File: config.mk
export PLATFORM = sky130hd
export DESIGN_NAME = serial_add_arbiter
export DESIGN_NICKNAME = d
export VERILOG_FILES = /design/src/rtl/serial_add_arbiter.sv
export SDC_FILE = /design/constraint.sdc
export NUM_CORES = 1
export LEC_CHECK = 0
export CORE_MARGIN = 2
export CORE_UTILIZATION = 45
export DETAILED_ROUTE_END_ITERATION = 8
export GPL_TIMING_DRIVEN = 0
export PLACE_DENSITY_LB_ADDON = 0.05
export SYNTH_ARGS = -nofsm -noshare
export SYNTH_HDL_FRONTEND = slang
export SYNTH_SLANG_ARGS = --single-unit
export TNS_END_PERCENT = 100
File: constraint.sdc
create_clock -name clk -period 1.4 [get_ports clk]
set_clock_uncertainty 0.05 [all_clocks]
set_input_delay 0.28 -clock clk [delete_from_list [all_inputs] [get_ports clk]]
set_output_delay 0.28 -clock clk [all_outputs]
set_load 0.1 [all_outputs]
File: src/rtl/serial_add_arbiter.sv
// Two-port round-robin arbiter in front of one shared full-adder cell that is
// stepped LSB-first, one bit per clock, to produce a WIDTH-bit sum and carry.

module full_adder (
  input  logic i_a,
  input  logic i_b,
  input  logic i_cin,
  output logic o_s,
  output logic o_cout
);
  assign o_s    = i_a ^ i_b ^ i_cin;
  assign o_cout = (i_a & i_b) | (i_cin & (i_a ^ i_b));
endmodule

module serial_add_arbiter #(
  parameter int WIDTH = 8
) (
  input  logic             clk,
  input  logic             rst_n,
  input  logic             req0,
  input  logic [WIDTH-1:0] a0,
  input  logic [WIDTH-1:0] b0,
  input  logic             cin0,
  input  logic             req1,
  input  logic [WIDTH-1:0] a1,
  input  logic [WIDTH-1:0] b1,
  input  logic             cin1,
  output logic             gnt0,
  output logic             gnt1,
  output logic             busy,
  output logic             done,
  output logic             done_id,
  output logic [WIDTH-1:0] sum,
  output logic             cout
);

  localparam int CW = (WIDTH > 1) ? $clog2(WIDTH) : 1;

  typedef enum logic [1:0] {
    ST_IDLE = 2'd0,
    ST_RUN  = 2'd1,
    ST_DONE = 2'd2
  } state_t;

  state_t           r_state;
  state_t           w_next_state;
  logic             r_last;
  logic             r_owner;
  logic             r_carry;
  logic [CW-1:0]    r_cnt;
  logic [WIDTH-1:0] r_a_sr;
  logic [WIDTH-1:0] r_b_sr;
  logic [WIDTH-1:0] r_res;

  logic             w_win;
  logic             w_win_id;
  logic             w_last_step;
  logic             w_fa_s;
  logic             w_fa_cout;
  logic [WIDTH:0]   w_res_shift;
  logic [WIDTH-1:0] w_res_next;
  logic [WIDTH-1:0] w_sel_a;
  logic [WIDTH-1:0] w_sel_b;
  logic             w_sel_cin;

  full_adder u_fa (
    .i_a    (r_a_sr[0]),
    .i_b    (r_b_sr[0]),
    .i_cin  (r_carry),
    .o_s    (w_fa_s),
    .o_cout (w_fa_cout)
  );

  // New sum bit enters at the MSB so the result ends up LSB-aligned after WIDTH steps.
  assign w_res_shift = {w_fa_s, r_res};
  assign w_res_next  = w_res_shift[WIDTH:1];
  assign w_last_step = (r_state == ST_RUN) && (r_cnt == CW'(WIDTH - 1));

  // Round-robin arbitration; only open while idle or presenting a result.
  always_comb begin
    w_win    = 1'b0;
    w_win_id = 1'b0;
    if ((r_state == ST_IDLE) || (r_state == ST_DONE)) begin
      if (req0 && req1) begin
        w_win    = 1'b1;
        w_win_id = ~r_last;
      end else if (req0) begin
        w_win    = 1'b1;
        w_win_id = 1'b0;
      end else if (req1) begin
        w_win    = 1'b1;
        w_win_id = 1'b1;
      end else begin
        w_win    = 1'b0;
        w_win_id = 1'b0;
      end
    end else begin
      w_win    = 1'b0;
      w_win_id = 1'b0;
    end
  end

  // Winner operand select
  always_comb begin
    w_sel_a   = a0;
    w_sel_b   = b0;
    w_sel_cin = cin0;
    if (w_win_id) begin
      w_sel_a   = a1;
      w_sel_b   = b1;
      w_sel_cin = cin1;
    end else begin
      w_sel_a   = a0;
      w_sel_b   = b0;
      w_sel_cin = cin0;
    end
  end

  // Next-state logic
  always_comb begin
    w_next_state = r_state;
    case (r_state)
      ST_IDLE: w_next_state = w_win ? ST_RUN : ST_IDLE;
      ST_RUN:  w_next_state = w_last_step ? ST_DONE : ST_RUN;
      ST_DONE: w_next_state = w_win ? ST_RUN : ST_IDLE;
      default: w_next_state = ST_IDLE;
    endcase
  end

  // State register
  always_ff @(posedge clk or negedge rst_n) begin
    if (!rst_n) begin
      r_state <= ST_IDLE;
    end else begin
      r_state <= w_next_state;
    end
  end

  // Operand capture on grant, then one bit step per cycle while running
  always_ff @(posedge clk or negedge rst_n) begin
    if (!rst_n) begin
      r_last  <= 1'b1;
      r_owner <= 1'b0;
      r_carry <= 1'b0;
      r_cnt   <= '0;
      r_a_sr  <= '0;
      r_b_sr  <= '0;
      r_res   <= '0;
    end else if (w_win) begin
      r_last  <= w_win_id;
      r_owner <= w_win_id;
      r_carry <= w_sel_cin;
      r_cnt   <= '0;
      r_a_sr  <= w_sel_a;
      r_b_sr  <= w_sel_b;
      r_res   <= '0;
    end else if (r_state == ST_RUN) begin
      r_carry <= w_fa_cout;
      r_cnt   <= r_cnt + CW'(1);
      r_a_sr  <= r_a_sr >> 1;
      r_b_sr  <= r_b_sr >> 1;
      r_res   <= w_res_next;
    end
  end

  // Registered outputs; sum/cout/done_id only move on the final bit step
  always_ff @(posedge clk or negedge rst_n) begin
    if (!rst_n) begin
      gnt0    <= 1'b0;
      gnt1    <= 1'b0;
      busy    <= 1'b0;
      done    <= 1'b0;
      done_id <= 1'b0;
      sum     <= '0;
      cout    <= 1'b0;
    end else begin
      gnt0 <= w_win & ~w_win_id;
      gnt1 <= w_win & w_win_id;
      busy <= (w_next_state == ST_RUN);
      done <= w_last_step;
      if (w_last_step) begin
        sum     <= w_res_next;
        cout    <= w_fa_cout;
        done_id <= r_owner;
      end
    end
  end

endmodule
==> results.py <==
metrics = {
    "power_and_ir_drop": {
        "p_int_mw": 4.43,
        "switchingPower_mw": 3.41,
        "p_seq_share_pct": 30.5,
        "p_leak_nw": 1.35,
        "power.total_mw": 7.83,
        "power_density_nw_per_um2": 2520,
        "combPwrFrac_pct": 56.7,
        "peakVddDrop_mv": 1.05,
        "pwr-share-clk_pct": 12.8,
        "switching_share_pct": 43.5,
    },
    "routing": {
        "drc_errors": 0,
        "num_vias": 1732,
        "drtIter0Drc": 151,
        "ant_nets": 0,
        "firstDrtPassIters": 4,
        "vias_per_cell": 5.59,
        "wl_per_cell_um": 16.8,
        "drt_wl_total_um": 5220,
    },
    "yosys": {
        "yosysWarningCount": 0,
        "ys_top_cells_by_area": "dfrtp_1 (50%), o221a_2 (7.7%), mux2i_1 (6.8%), mux2_4 (6.1%), nor4_1 (4.3%)",
        "synth_ff_type": "dfrtp_1",
        "mappedNetlistNets": 214,
        "synth_seq_cells": 45,
        "synthAdderAreaFrac_pct": 2.05,
        "synth-simple-area-share_pct": 6.48,
        "synth_most_common_cell": "dfrtp_1",
        "synth_edf_count": 0,
        "synth_seq_area_share_pct": 51.3,
        "synthMuxAreaShare_pct": 14.5,
        "synth.avg_cell_area_um2": 12.7,
        "synth_common_cells": "dfrtp_1 (44), a21oi_1 (17), mux2i_1 (15), nor4_1 (15), o221a_2 (15)",
        "syn_inst": 173,
        "ys_types": 28,
        "synth_xor_area_share_pct": 0,
        "synth_compound_area_share_pct": 18.9,
        "synth_top_family_by_area": "compound AO/OA/AOI/OAI gates",
        "synthArstFlopShare_pct": 100,
        "yosysTopAreaCellShare_pct": 50.1,
        "synth_area_um2": 2200,
        "yosys.area.top_type": "dfrtp_1",
    },
    "clock_network": {
        "cts_tree": "done",
        "cts_root_buffer": "clkbuf_8",
        "clk_pin_slew_worst_paths_ps": 80,
        "numCtsBuffers": 5,
        "clock_sinks": 45,
        "cts_buffer_depth": 2,
        "insertion_delay_ps": 290,
        "h-tree-depth": 2,
    },
    "final_layout": {
        "diodes": 0,
        "final_cells": 310,
        "drive_above_1_share_pct": 37.0,
        "finalNetCount": 283,
        "area_growth_pct": 41.5,
        "fillCellCount": 365,
    },
    "timing": {
        "setup_viol": 8,
        "timing.hold.ws_ps": 421,
        "fmax_mhz": 675,
        "post-route-period-util_pct": 106,
        "rsz0062_at_grt": "true",
        "min_period_ps": 1480,
        "worst_slew_pin_slew_ps": 488,
        "slew_viol_final": 0,
        "hold_viol": 0,
        "slew_headroom_pct": 67.5,
        "worst_slack_ps": -82.2,
    },
    "worst_setup_path": {
        "crit_type": "register to register",
        "crit_path_end_kind": "register",
        "worstSetupStartpointType": "register",
        "worstPathRequired_ps": 1530,
        "cp_max_fo": 5,
        "cp_data_arrival_time_ps": 1610,
    },
    "global_route": {
        "grt_pass1_wl_um": 8360,
        "overflow": 0,
        "grt_max_degree": 28,
        "grt_pass1_vias": 1769,
        "antenna_found_initial": 0,
        "grt_use_total_pct": 20.0,
    },
    "floorplan": {
        "core-area_um2": 4720,
        "row_count": 25,
        "initial_core_util_pct": 46.6,
        "pin_count": 52,
        "die_y_um": 73.9,
        "die-area_um2": 5460,
        "die-width_um": 73.9,
    },
    "placement": {
        "numPortBuffers": 50,
        "place_hpwl_um": 3620,
        "place_inst": 291,
        "place.gp.congestion": 0.832,
    },
    "job": {
        "drv_cap": 0,
    },
    "outcome": {
        "status": "finished, violations left",
        "violations": "setup timing",
    },
    "min_path": {
        "hold_class": "primary input to asynchronous set/reset pin",
    },
}
## power groups by stage
stage               clock (mW)  sequential [mW]  combinational [mW]
global placement             0             2.34                4.03
CTS                       1.03             2.37                4.20
global route              1.07             2.46                4.74
detailed placement           0             2.38                4.13
finish                    1.01             2.39                4.44
floorplan                    0             3.49                2.04
## cells by family after synthesis
logic type,Yosys count
AND/OR/NAND/NOR,23
AO/OA/AOI/OAI,51
multiplexers,27
buffers and inverters,24
flip-flops,45
adder cells (fa/ha/maj),3
## per-stage QoR
step / cell area, µm² / utilization, % / worst slack, ps / TNS, ps
after floorplan: 2220 / - / 6.91 / 0
after global placement: 2810 / 59.4 / -1130 / -66630
after detailed placement: 2820 / 59.8 / -496 / -17200
after CTS: 2970 / 62.9 / -78.5 / -502
after global routing: 3110 / 65.9 / -99.6 / -935
final: 3110 / 65.9 / -82.2 / -577
## placed cells by master (no fill, tap or decap), types with 2 or more instances in the layout
master           synthesis  routed
o221a_2                 15      15
buf_12                   0       2
nor4_4                   0       3
clkbuf_4                 0       3
clkbuf_8                 0       6
o2111ai_1                2       2
inv_1                    6       6
nor4_1                  15      10
a22o_1                   9       9
mux2_2                   3       3
buf_6                    3       3
buf_8                    0       2
clkbuf_1                 2       2
dfrtp_1                 44      44
o21ai_0                  3       3
a21oi_1                 17      17
mux2i_1                 15      15
o211ai_1                 4       4
nand2_1                  3       3
nor4_2                   0       2
mux2_4                   9       9
clkbuf_16                0       2
buf_4                    8      24
clkdlybuf4s50_1          0      34
buf_2                    3       4
## final timing paths
path | from | to | slack, ps | depth (start not counted)
hold reg to reg | r_res[1]$_DFFE_PN0P_ | r_res[1]$_DFFE_PN0P_ | 460 | 1
max in group asynchronous | rst_n | r_last$_DFFE_PN1P_ | 300 | 3
setup reg to reg | r_cnt[0]$_DFFE_PN0P_ | sum[6]$_DFFE_PN0P_ | -80 | 5
min in group clk | req1 | r_a_sr[7]$_DFFE_PN0P_ | 420 | 4
hold / removal | rst_n | done$_DFF_PN0_ | 420 | 2
setup / recovery | r_cnt[0]$_DFFE_PN0P_ | sum[6]$_DFFE_PN0P_ | -80 | 5
## area by class of cell
class	instances	area [µm²]	area share, %
Buffer	16	150	4.82
Sequential cell	45	1130	36.2
Multi-Input combinational cell	104	1000	32.2
Clock buffer	7	86.3	2.77
Clock inverter	1	30.0	0.965
Tap cell	67	83.8	2.69
Inverter	8	37.5	1.21
Timing Repair Buffer	62	594	19.1
## routing by layer
layer | vias up | track usage, % | routed length [µm]
met2 | 54 | 34.9 | 2710
met1 | 872 | 24.4 | 2190
li1 | 796 | - | -
met4 | 0 | 7.88 | 93
met5 | - | 0 | 0
met3 | 10 | 3.70 | 223
## flip-flops by register name, indices dropped and copies added (netlist names)
signal / flops
r_res: 7
r_b_sr: 8
done: 1
r_a_sr: 8
gnt0: 1
r_last: 1
busy: 1
r_owner: 1
gnt1: 1
cout: 1
sum: 8
r_cnt: 3
done_id: 1
r_state: 2
r_carry: 1
## repair_timing
action                                  in CTS  in global routing
cloned                                       0                  2
endpoints found under the hold margin       18                  0
hold buffers                                 1                  0
setup buffers                                3                  5
pin swaps                                    0                  2
endpoints found under the setup margin      48                 29
gates resized for setup                     90                 14
## worst max-delay path, cell delays in order, from the launching register on
cell and delay (ps):
dfrtp_1 410, ha_2 210, ha_4 170, nand2_4 100, buf_12 130, mux2_4 300
Note: power is estimated with default switching activity, not from simulation.
